==> src/rtl/mul_hilo_unit.sv <==
// Issue/writeback controller for a pipelined 32x32 multiplier with architectural HI/LO.
// Optional signed multiply support is enabled by defining MUL_SIGNED_EN.
module mul_hilo_unit #(
  parameter int LATENCY = 2
) (
  input  logic        clk,
  input  logic        rst,
  input  logic        start,
  input  logic [31:0] a,
  input  logic [31:0] b,
`ifdef MUL_SIGNED_EN
  input  logic        signed_op,
`endif
  output logic [31:0] mul_a,
  output logic [31:0] mul_b,
  input  logic [63:0] mul_y,
  input  logic        rd_hi,
  input  logic        rd_lo,
  input  logic        wr_hi,
  input  logic        wr_lo,
  input  logic [31:0] wdata,
  output logic [31:0] rdata,
  output logic        busy,
  output logic        stall,
  output logic        done
);

  logic [LATENCY-1:0] vld;
  logic [31:0]        hi;
  logic [31:0]        lo;
  logic [31:0]        op_a;
  logic [31:0]        op_b;
  logic [63:0]        result;

`ifdef MUL_SIGNED_EN
  logic [LATENCY-1:0] neg;

  // Multiply magnitudes; 0x80000000 negates to itself, which is its correct unsigned magnitude.
  always_comb begin
    op_a   = (signed_op && a[31]) ? (~a + 32'd1) : a;
    op_b   = (signed_op && b[31]) ? (~b + 32'd1) : b;
    result = neg[LATENCY-1] ? (~mul_y + 64'd1) : mul_y;
  end

  always_ff @(posedge clk) begin
    if (rst) begin
      neg <= '0;
    end else begin
      neg[0] <= start & signed_op & (a[31] ^ b[31]);
      for (int i = 1; i < LATENCY; i++) neg[i] <= neg[i-1];
    end
  end
`else
  always_comb begin
    op_a   = a;
    op_b   = b;
    result = mul_y;
  end
`endif

  always_comb begin
    mul_a = (start && !rst) ? op_a : 32'd0;
    mul_b = (start && !rst) ? op_b : 32'd0;
  end

  assign busy  = |vld;
  assign stall = busy & (rd_hi | rd_lo | wr_hi | wr_lo);

  always_comb begin
    if (rd_hi)      rdata = hi;
    else if (rd_lo) rdata = lo;
    else            rdata = 32'd0;
  end

  // Writes only happen while idle, so they can never collide with a capture.
  always_ff @(posedge clk) begin
    if (rst) begin
      vld  <= '0;
      hi   <= 32'd0;
      lo   <= 32'd0;
      done <= 1'b0;
    end else begin
      vld[0] <= start;
      for (int i = 1; i < LATENCY; i++) vld[i] <= vld[i-1];
      done <= vld[LATENCY-1];
      if (vld[LATENCY-1]) begin
        {hi, lo} <= result;
      end else if (!busy) begin
        if (wr_hi) hi <= wdata;
        if (wr_lo) lo <= wdata;
      end
    end
  end

endmodule

==> config.mk <==
export PLATFORM = sky130hd
export DESIGN_NAME = mul_hilo_unit
export DESIGN_NICKNAME = d
export VERILOG_FILES = /design/src/rtl/mul_hilo_unit.sv
export SDC_FILE = /design/constraint.sdc
export NUM_CORES = 1
export LEC_CHECK = 0
export BUFFER_PORTS_ARGS = -buffer_cell sky130_fd_sc_hd__buf_2
export CORE_MARGIN = 2
export CORE_UTILIZATION = 40
export DETAILED_ROUTE_END_ITERATION = 8
export PLACE_DENSITY_LB_ADDON = 0.3
export SLEW_MARGIN = 10
export SYNTH_ARGS = -nofsm -noshare
export SYNTH_HDL_FRONTEND = slang
export SYNTH_SLANG_ARGS = --single-unit
==> constraint.sdc <==
create_clock -name clk -period 1.8 [get_ports clk]
set_input_delay 0 -clock clk [delete_from_list [all_inputs] [get_ports clk]]
set_output_delay 0 -clock clk [all_outputs]
set_load 0.1 [all_outputs]
After elaboration in Yosys (flattened, before gate mapping)

Index checks and enable logic that the tools add are counted.
W data, S select, Z words.

Logic and storage cells: 26
Register bits after elaboration: 67
Output and inout port bits: 99
Input port bits: 167

Reduce and logical (&&, ||, !) cells: 7
Bitwise operators: 4
Muxes and demuxes: 10
Eq/ne operators: 1

Operators by type and width:

| kind                 | number |
|---|---|
| $mux W32             | 10 |
| $reduce_and A2 Y1    | 2 |
| $reduce_bool A2 Y1   | 2 |
| $or A1 B1 Y1         | 3 |
| $ne A2 B1 Y1 const B | 1 |
| $reduce_or A2 Y1     | 1 |
| $and A1 B1 Y1        | 1 |
| $logic_and A1 B1 Y1  | 1 |
| $logic_not A1 Y1     | 1 |

Logic depth before layout (Yosys ltp)

Gate-level depths: netlist of run 1.

Word-level depth: 4
Gate-level depth with buffers: 5
Depth with buffers taken out: 3

Least setup slack after synthesis of run 1

Ideal clock, no wire load.

Kind: in2out
Start: input rd_lo
End: output rdata[10]
Path buffers: 2
Data required time: 1800 ps
Cell stages on the path: 4
Path slack: -835 ps
Arrival time: 2635 ps
Cells stage by stage: clkbuf_1 -> clkbuf_1 -> nand2_1 -> o21ai_0

Cells in the longest elaborated chain, start to end: 2

Ends and longest elaborated chain:

| element         | line | source |
|---|---|---|
| start, declared | 18   | `input logic rd_lo,` |
| $mux W32        | 71   | `else if (rd_lo) rdata = lo;` |
| $mux W32        | 70   | `if (rd_hi) rdata = hi;` |
| end, declared   | 22   | `output logic [31:0] rdata,` |

Every way passes these cells.

Worst setup path in the final report of run 1

Start: input rst
End: output mul_b[13]

Cells in the longest elaborated chain, start to end: 3

Ends and longest elaborated chain:

| element             | line | source |
|---|---|---|
| start, declared     | 7    | `input logic rst,` |
| $logic_not A1 Y1    | 63   | `mul_b = (start && !rst) ? op_b : 32'd0;` |
| $logic_and A1 B1 Y1 | 63   |  |
| $mux W32            | 63   |  |
| end, declared       | 15   | `output logic [31:0] mul_b,` |

Every way passes these cells.

==> impl_summary.log, run 1 <==
INFO  metric pre_cts_slack = 0.312 ns
INFO  metric antenna_violating_nets_post_route = 0
INFO  metric path_cells = dlygate4sd3_1, buf_4, nor2b_2, buf_4, and2_1, buf_12
INFO  metric drt-vias-per-instance = 5.23
INFO  metric boundary_pin_count = 266
INFO  metric global_route.overflow_total = 0
INFO  metric final_layout_size_suffix_gt1_share = a little under half
INFO  metric netlist-cell-type-count = 18
INFO  metric timing.fmax = just over 600 MHz
INFO  metric most-common-layout-cells = 167 x buf_2, 128 x nor3_1, 103 x buf_12, 66 x dfxtp_1, 66 x dlygate4sd3_1
INFO  metric timing_worst_setup_path_type = input pin to primary output
INFO  metric clockRootBuffer = clkbuf_8
INFO  metric drv.max_cap_violation_count = 0
INFO  metric place_hpwl = 11.5 mm
INFO  metric netlist_instances = 552
INFO  metric cp-start-kind = input pin
INFO  metric via_count = 5226
INFO  metric wire_length_of_the_first_global_routing_pass = 25.6 mm
INFO  metric numClockSinks = 67
INFO  metric hold_path_class = input pin to register
INFO  metric final_nets = 1020
INFO  metric tightestPinTransition = 0.732 ns
INFO  metric cts_resized = 0
INFO  metric post_cts.repair.setup_buffers = 0
INFO  metric max_slew_margin = 51.2%
INFO  metric endpoint_class_of_the_critical_path = primary output
INFO  metric ctsHtreeMaxLevel = 3
INFO  metric fin_max_slew_vios = 0
INFO  metric place_congestion = 0.878
INFO  metric wl_per_cell = between 15 and 20 µm
INFO  metric finalHoldViolCount = 0
INFO  metric yosys_warnings = 0
INFO  metric outcome = completed
INFO  metric unrepaired_setup_endpoints_after_global_routing = no
INFO  metric timing.critical_path.max_delay_family = buffers and inverters
INFO  metric final_setup_margin = 0.143 ns
INFO  metric worst_path_largest_cell_delay = between 0.5 and 0.6 ns
INFO  metric die-area = 11700 µm²
INFO  metric antenna_found_initial = 3
INFO  metric critical_path.max_fanout = 64
INFO  metric postSynthAreaPerCell = 7.86 µm²
INFO  metric ctsLongestPathBuffers = 2
INFO  metric design.core.area = 10700 µm²
INFO  metric die_h = about 110 µm
INFO  metric max-vdd-ir-drop = about 0.42 mV
INFO  metric cts_tree = built
INFO  metric cts.hold.buffers_added = 66
INFO  metric wl = 16.6 mm
INFO  metric dieWidth = about 110 µm
INFO  metric finish.utilization = around 77%
INFO  metric clkSlewWorstSetupHoldPaths = 0.08 ns
INFO  metric via_count_of_the_first_global_routing_pass = 5532
INFO  metric globalRouteTotalUtil = 27.8%
INFO  metric fin_crit_sh = 92.1%
INFO  metric finalHoldWorstSlack = 0.0425 ns
INFO  metric cellPowerDensity = 672 nW/µm²
INFO  metric pin_count_of_the_biggest_net_entering_global_routing = 67
INFO  metric cts_inserted_buffers = 9
INFO  metric drt-initial-drc-count = 250
INFO  metric drt_first_pass_iters = 4
INFO  metric layout.cells.most_common = buf_2
INFO  metric synth_seq_cells = 67
INFO  metric synthToLayoutAreaGrowth = 89.2%
INFO  metric core.rowCount = 38
INFO  metric critPathRequiredTime = approximately 1.8 ns
INFO  metric clk-insertion-delay-late = 0.33 ns
INFO  metric ys_seq_area_share = 30.9%
INFO  metric final-setup-viol-count = 0
INFO  metric worst-path-buf-inv = 4
INFO  metric power.leakage = about 3.6 nW
INFO  metric finalWorstPathRequiredPeriod = 1.66 ns
INFO  metric crit_path_top_cell_by_count = buf_4
INFO  metric netlist_area = 4340 µm²
INFO  metric drt_drc_violations_left = 0
INFO  metric cp_data_arrival_time = 1.66 ns
INFO  metric start_util = 40.5%
INFO  metric critical_path.slowest_cell = dlygate4sd3_1
INFO  metric port_buffers = 265
INFO  metric synth_fp_nets = 719
INFO  metric worst_clock_skew = about 0.0058 ns
[where the power goes]
group	total, W	internal, W	leakage [nW]	switching, W
registers	0.00170	0.00161	0.558	0.0000833
logic	0.00252	0.000969	2.89	0.00155
clock network	0.00129	0.000737	0.104	0.000557
[metrics by stage]
step           std cells  instance area (µm²)  setup TNS (ns)  power, W
2_1_floorplan        552                 4450         -0.0831   0.00324
3_3_place_gp         916                 7340               0   0.00407
3_5_place_dp         916                 7340               0   0.00413
4_1_cts              996                 8200               0   0.00552
5_1_grt              999                 8210               0   0.00571
6_report             999                 8210               0   0.00551
[cell type report]
type,instances,area (µm²)
Inverter,64,240
Antenna cell,3,7.51
Fill cell,706,2490
Clock inverter,2,35.0
Tap cell,140,175
Multi-Input combinational cell,361,2570
Clock buffer,12,165
Sequential cell,67,1350
Timing Repair Buffer,350,3660
[kinds of logic after synthesis]
family          after synthesis  synth area share (%)
simple gates                264                  30.7
flops                        67                  30.9
buf+inv                     124                  12.4
compound gates               97                  26.0
[worst min-delay path, delay by kind of cell]
kind / cells / cell delay (ns)
simple gates: 1 / 0.05
compound gates: 1 / 0.18
buf+inv: 1 / 0.09
[path summary, 6_finish.rpt]
path                          start                 end  slack, ns  cells after the start
setup reg to reg  vld[1]$_SDFF_PP0_  lo[5]$_SDFFE_PP0P_       0.30                      3
setup / recovery                rst           mul_b[13]       0.14                      6
hold reg to reg   vld[0]$_SDFF_PP0_   vld[1]$_SDFF_PP0_       0.55                      1
hold / removal             wdata[6]  lo[6]$_SDFFE_PP0P_       0.04                      3
[cells in the mapped netlist, drive strengths merged]
cell type,n,area share (%)
inv,64,5.5
o21ai,32,3.7
nand2b,2,0.29
dfxtp,67,31
buf,37,4.7
or2,1,0.14
and2,64,9.2
o41a,1,0.26
clkbuf,23,2.2
nand2,64,5.5
nor3,128,15
a2111oi,64,22
nor2b,5,0.72
[registers in the layout (all words and copies together), names as in the netlist]
register,flops
hi,32
vld,2
done,1
lo,32
[metal layers]
metal | vias up | wire length [µm] | GRT usage, %
li1 | 2529 | - | -
met1 | 2384 | 5450 | 26.1
met2 | 246 | 9320 | 54.3
met3 | 67 | 972 | 4.76
met4 | 0 | 821 | 19.0
met5 | - | 0 | 0
(Power assumes the default switching activity.)
==> run 2, diff against run 1 <==
- HOLD_SLACK_MARGIN: unset -> 0.1
==> impl_summary.log, run 2 (same netlist as run 1, synthesis figures left out) <==
INFO  metric worst_clock_skew = 0.00737 ns (+0.00155 ns)
INFO  metric wire_length_of_the_first_global_routing_pass = 28.0 mm (+9.6%)
INFO  metric pin_count_of_the_biggest_net_entering_global_routing = 67 (unchanged)
INFO  metric place_hpwl = 11.5 mm (unchanged)
INFO  metric drv.max_cap_violation_count = 0 (unchanged)
INFO  metric ctsLongestPathBuffers = 2 (unchanged)
INFO  metric final_layout_size_suffix_gt1_share = 44.6% (-1.6 points)
INFO  metric layout.cells.most_common = buf_2
INFO  metric outcome = completed
INFO  metric path_cells = or2_2, buf_2
INFO  metric final-setup-viol-count = 0 (unchanged)
INFO  metric cts_tree = built
INFO  metric numClockSinks = 67 (unchanged)
INFO  metric clockRootBuffer = clkbuf_8
INFO  metric finalHoldWorstSlack = 0.133 ns (+0.0905 ns)
INFO  metric final-seq-area = 1350 µm² (unchanged)
INFO  metric synthToLayoutAreaGrowth = 96.4%
INFO  metric start_util = 40.5% (unchanged)
INFO  metric post_cts.repair.setup_buffers = 0 (unchanged)
INFO  metric final_area = 8520 µm² (+3.8%)
INFO  metric cts_resized = 0 (unchanged)
INFO  metric unrepaired_setup_endpoints_after_global_routing = no
INFO  metric die-area = 11700 µm² (unchanged)
INFO  metric p_sw = 0.00223 W (+1.7%)
INFO  metric power.leakage = 3.68 nW (+3.6%)
INFO  metric fillerInstances = 650 (-7.9%)
INFO  metric p_int = 0.00336 W (+1.3%)
INFO  metric via_count_of_the_first_global_routing_pass = 5706 (+3.1%)
INFO  metric via_count = 5487 (+5.0%)
INFO  metric globalRouteTotalUtil = 30.7% (+2.9 points)
INFO  metric power.share.switching = 39.9% (+0.073 points)
INFO  metric fin_crit_sh = 92.5% (+0.45 points)
INFO  metric global_route.overflow_total = 0 (unchanged)
INFO  metric cp-start-kind = register
INFO  metric cellPowerDensity = 657 nW/µm² (-2.3%)
INFO  metric p_comb_share = 46.4% (+0.6 points)
INFO  metric critical_path.slowest_cell = dfxtp_4
INFO  metric final_nets = 1051 (+3.0%)
INFO  metric critPathLaunch = vld[1]$_SDFF_PP0_
INFO  metric critPathRequiredTime = 1.80 ns (about the same)
INFO  metric hold_path.startpoint = wdata[10]
INFO  metric cts_inserted_buffers = 9 (unchanged)
INFO  metric drt_first_pass_iters = 5 (+1)
INFO  metric placement.cell_area = 7340 µm² (unchanged)
INFO  metric rr_worst_depth = 3 (unchanged)
INFO  metric clkPwrFrac = 23.2% (-0.3 points)
INFO  metric area_of_combinational_cells_with_multiple_inputs = 2570 µm² (unchanged)
INFO  metric max-vdd-ir-drop = 0.434 mV (+2.8%)
INFO  metric r2r-start = vld[1]$_SDFF_PP0_
INFO  metric most-common-layout-cells = 167 x buf_2, 128 x nor3_1, 103 x buf_12, 97 x dlygate4sd3_1, 66 x dfxtp_1
INFO  metric antenna_violating_nets_post_route = 0 (unchanged)
INFO  metric critical_path.max_fanout = 36 (-44%)
INFO  metric wl_per_cell = 17.4 µm (+5.0%)
INFO  metric clkSlewWorstSetupHoldPaths = 0.07 ns (about the same)
INFO  metric finalWorstPathRequiredPeriod = 1.67 ns (+0.00813 ns)
INFO  metric drt-vias-per-instance = 5.32 (+1.7%)
INFO  metric fin_max_slew_vios = 0 (unchanged)
INFO  metric setup-tns-final = 0 ns (unchanged)
INFO  metric ctsHtreeMaxLevel = 3 (unchanged)
INFO  metric drt_drc_violations_left = 0 (unchanged)
INFO  metric die_h = 108 µm (unchanged)
INFO  metric boundary_pin_count = 266 (unchanged)
INFO  metric wl = 17.9 mm (+8.3%)
INFO  metric reg_top3 = hi: 32 flops, lo: 32 flops, vld: 2 flops
INFO  metric clk-insertion-delay-late = 0.33 ns (about the same)
INFO  metric dieWidth = 108 µm (unchanged)
INFO  metric sequentialPowerShare = 30.4% (-0.4 points)
INFO  metric design.core.area = 10700 µm² (unchanged)
INFO  metric finalHoldViolCount = 0 (unchanged)
INFO  metric cp_data_arrival_time = 1.67 ns (about the same)
INFO  metric antenna_found_initial = 3 (unchanged)
INFO  metric finish.utilization = 79.6% (+2.9 points)
INFO  metric endpoint_class_of_the_critical_path = primary output
INFO  metric drt-initial-drc-count = 391 (+56%)
INFO  metric hold_path_depth = 3 (unchanged)
INFO  metric hold_path_class = input pin to register
INFO  metric core.rowCount = 38 (unchanged)
INFO  metric place_congestion = 0.878 (unchanged)
INFO  metric tightestPinTransition = 0.723 ns (-0.00889 ns)
INFO  metric timing.fmax = 600 MHz (-0.49%)
INFO  metric max_slew_margin = 51.8% (+0.59 points)
INFO  metric port_buffers = 265 (unchanged)
INFO  metric timing_worst_setup_path_type = register to primary output
INFO  metric worst_path_largest_cell_delay = 0.68 ns (+0.14 ns)
## run 2: changes by cell type in the layout (fill, tap and decap cells not counted)
cell / delta
dlygate4sd3_1: +31
diode_2: +1
## run 2: layout make-up
type                            count  share of cell area, %
Clock inverter                      2                  0.411
Antenna cell                        4                  0.117
Multi-Input combinational cell    361                   30.2
Clock buffer                       12                   1.94
Sequential cell                    67                   15.8
Inverter                           64                   2.82
Tap cell                          140                   2.06
Timing Repair Buffer              381                   46.6
## run 2: repair_timing
action / in CTS / in global routing
hold buffers: 97 / 0
hold endpoints to repair: 65 / 0
setup endpoints to repair: 0 / 0
## run 2: worst paths after layout
check | endpoint | slack [ns]
setup / recovery | busy | 0.13
hold / removal | lo[10]$_SDFFE_PP0P_ | 0.13
setup reg to reg | hi[5]$_SDFFE_PP0P_ | 0.24
hold reg to reg | vld[1]$_SDFF_PP0_ | 0.55
## run 2: power by group through the flow
| stage | Sequential (W) | Clock (W) | Combinational (W) |
|---|---|---|---|
| final | 0.00170 | 0.00130 | 0.00259 |
| after detailed placement | 0.00173 | 0 | 0.00241 |
| after global placement | 0.00172 | 0 | 0.00236 |
| after CTS | 0.00169 | 0.00131 | 0.00257 |
| after global routing | 0.00172 | 0.00137 | 0.00271 |
| after floorplan | 0.00170 | 0 | 0.00154 |
## run 2: critical path: cells and delay by family (launching register included)
family	cells	cell delay, ns
AND/OR/NAND/NOR	1	0.23
buffers and inverters	1	0.43
flip-flops	1	0.68
## run 2: through the flow
step	setup WS, ns	cells	power, W
after global placement	0.407	916	0.00407
after global routing	0.0179	1030	0.00579
after CTS	0.120	1027	0.00557
after detailed placement	0.312	916	0.00413
final	0.134	1031	0.00559
after floorplan	-0.0831	552	0.00324
## run 2: routing by layer
| layer | vias to the layer above | GRT usage [%] | wire length [µm] |
|---|---|---|---|
| li1 | 2585 | - | - |
| met3 | 85 | 6.27 | 1170 |
| met5 | - | 0 | 0 |
| met4 | 0 | 20.2 | 971 |
| met2 | 305 | 58.5 | 9990 |
| met1 | 2512 | 29.6 | 5800 |
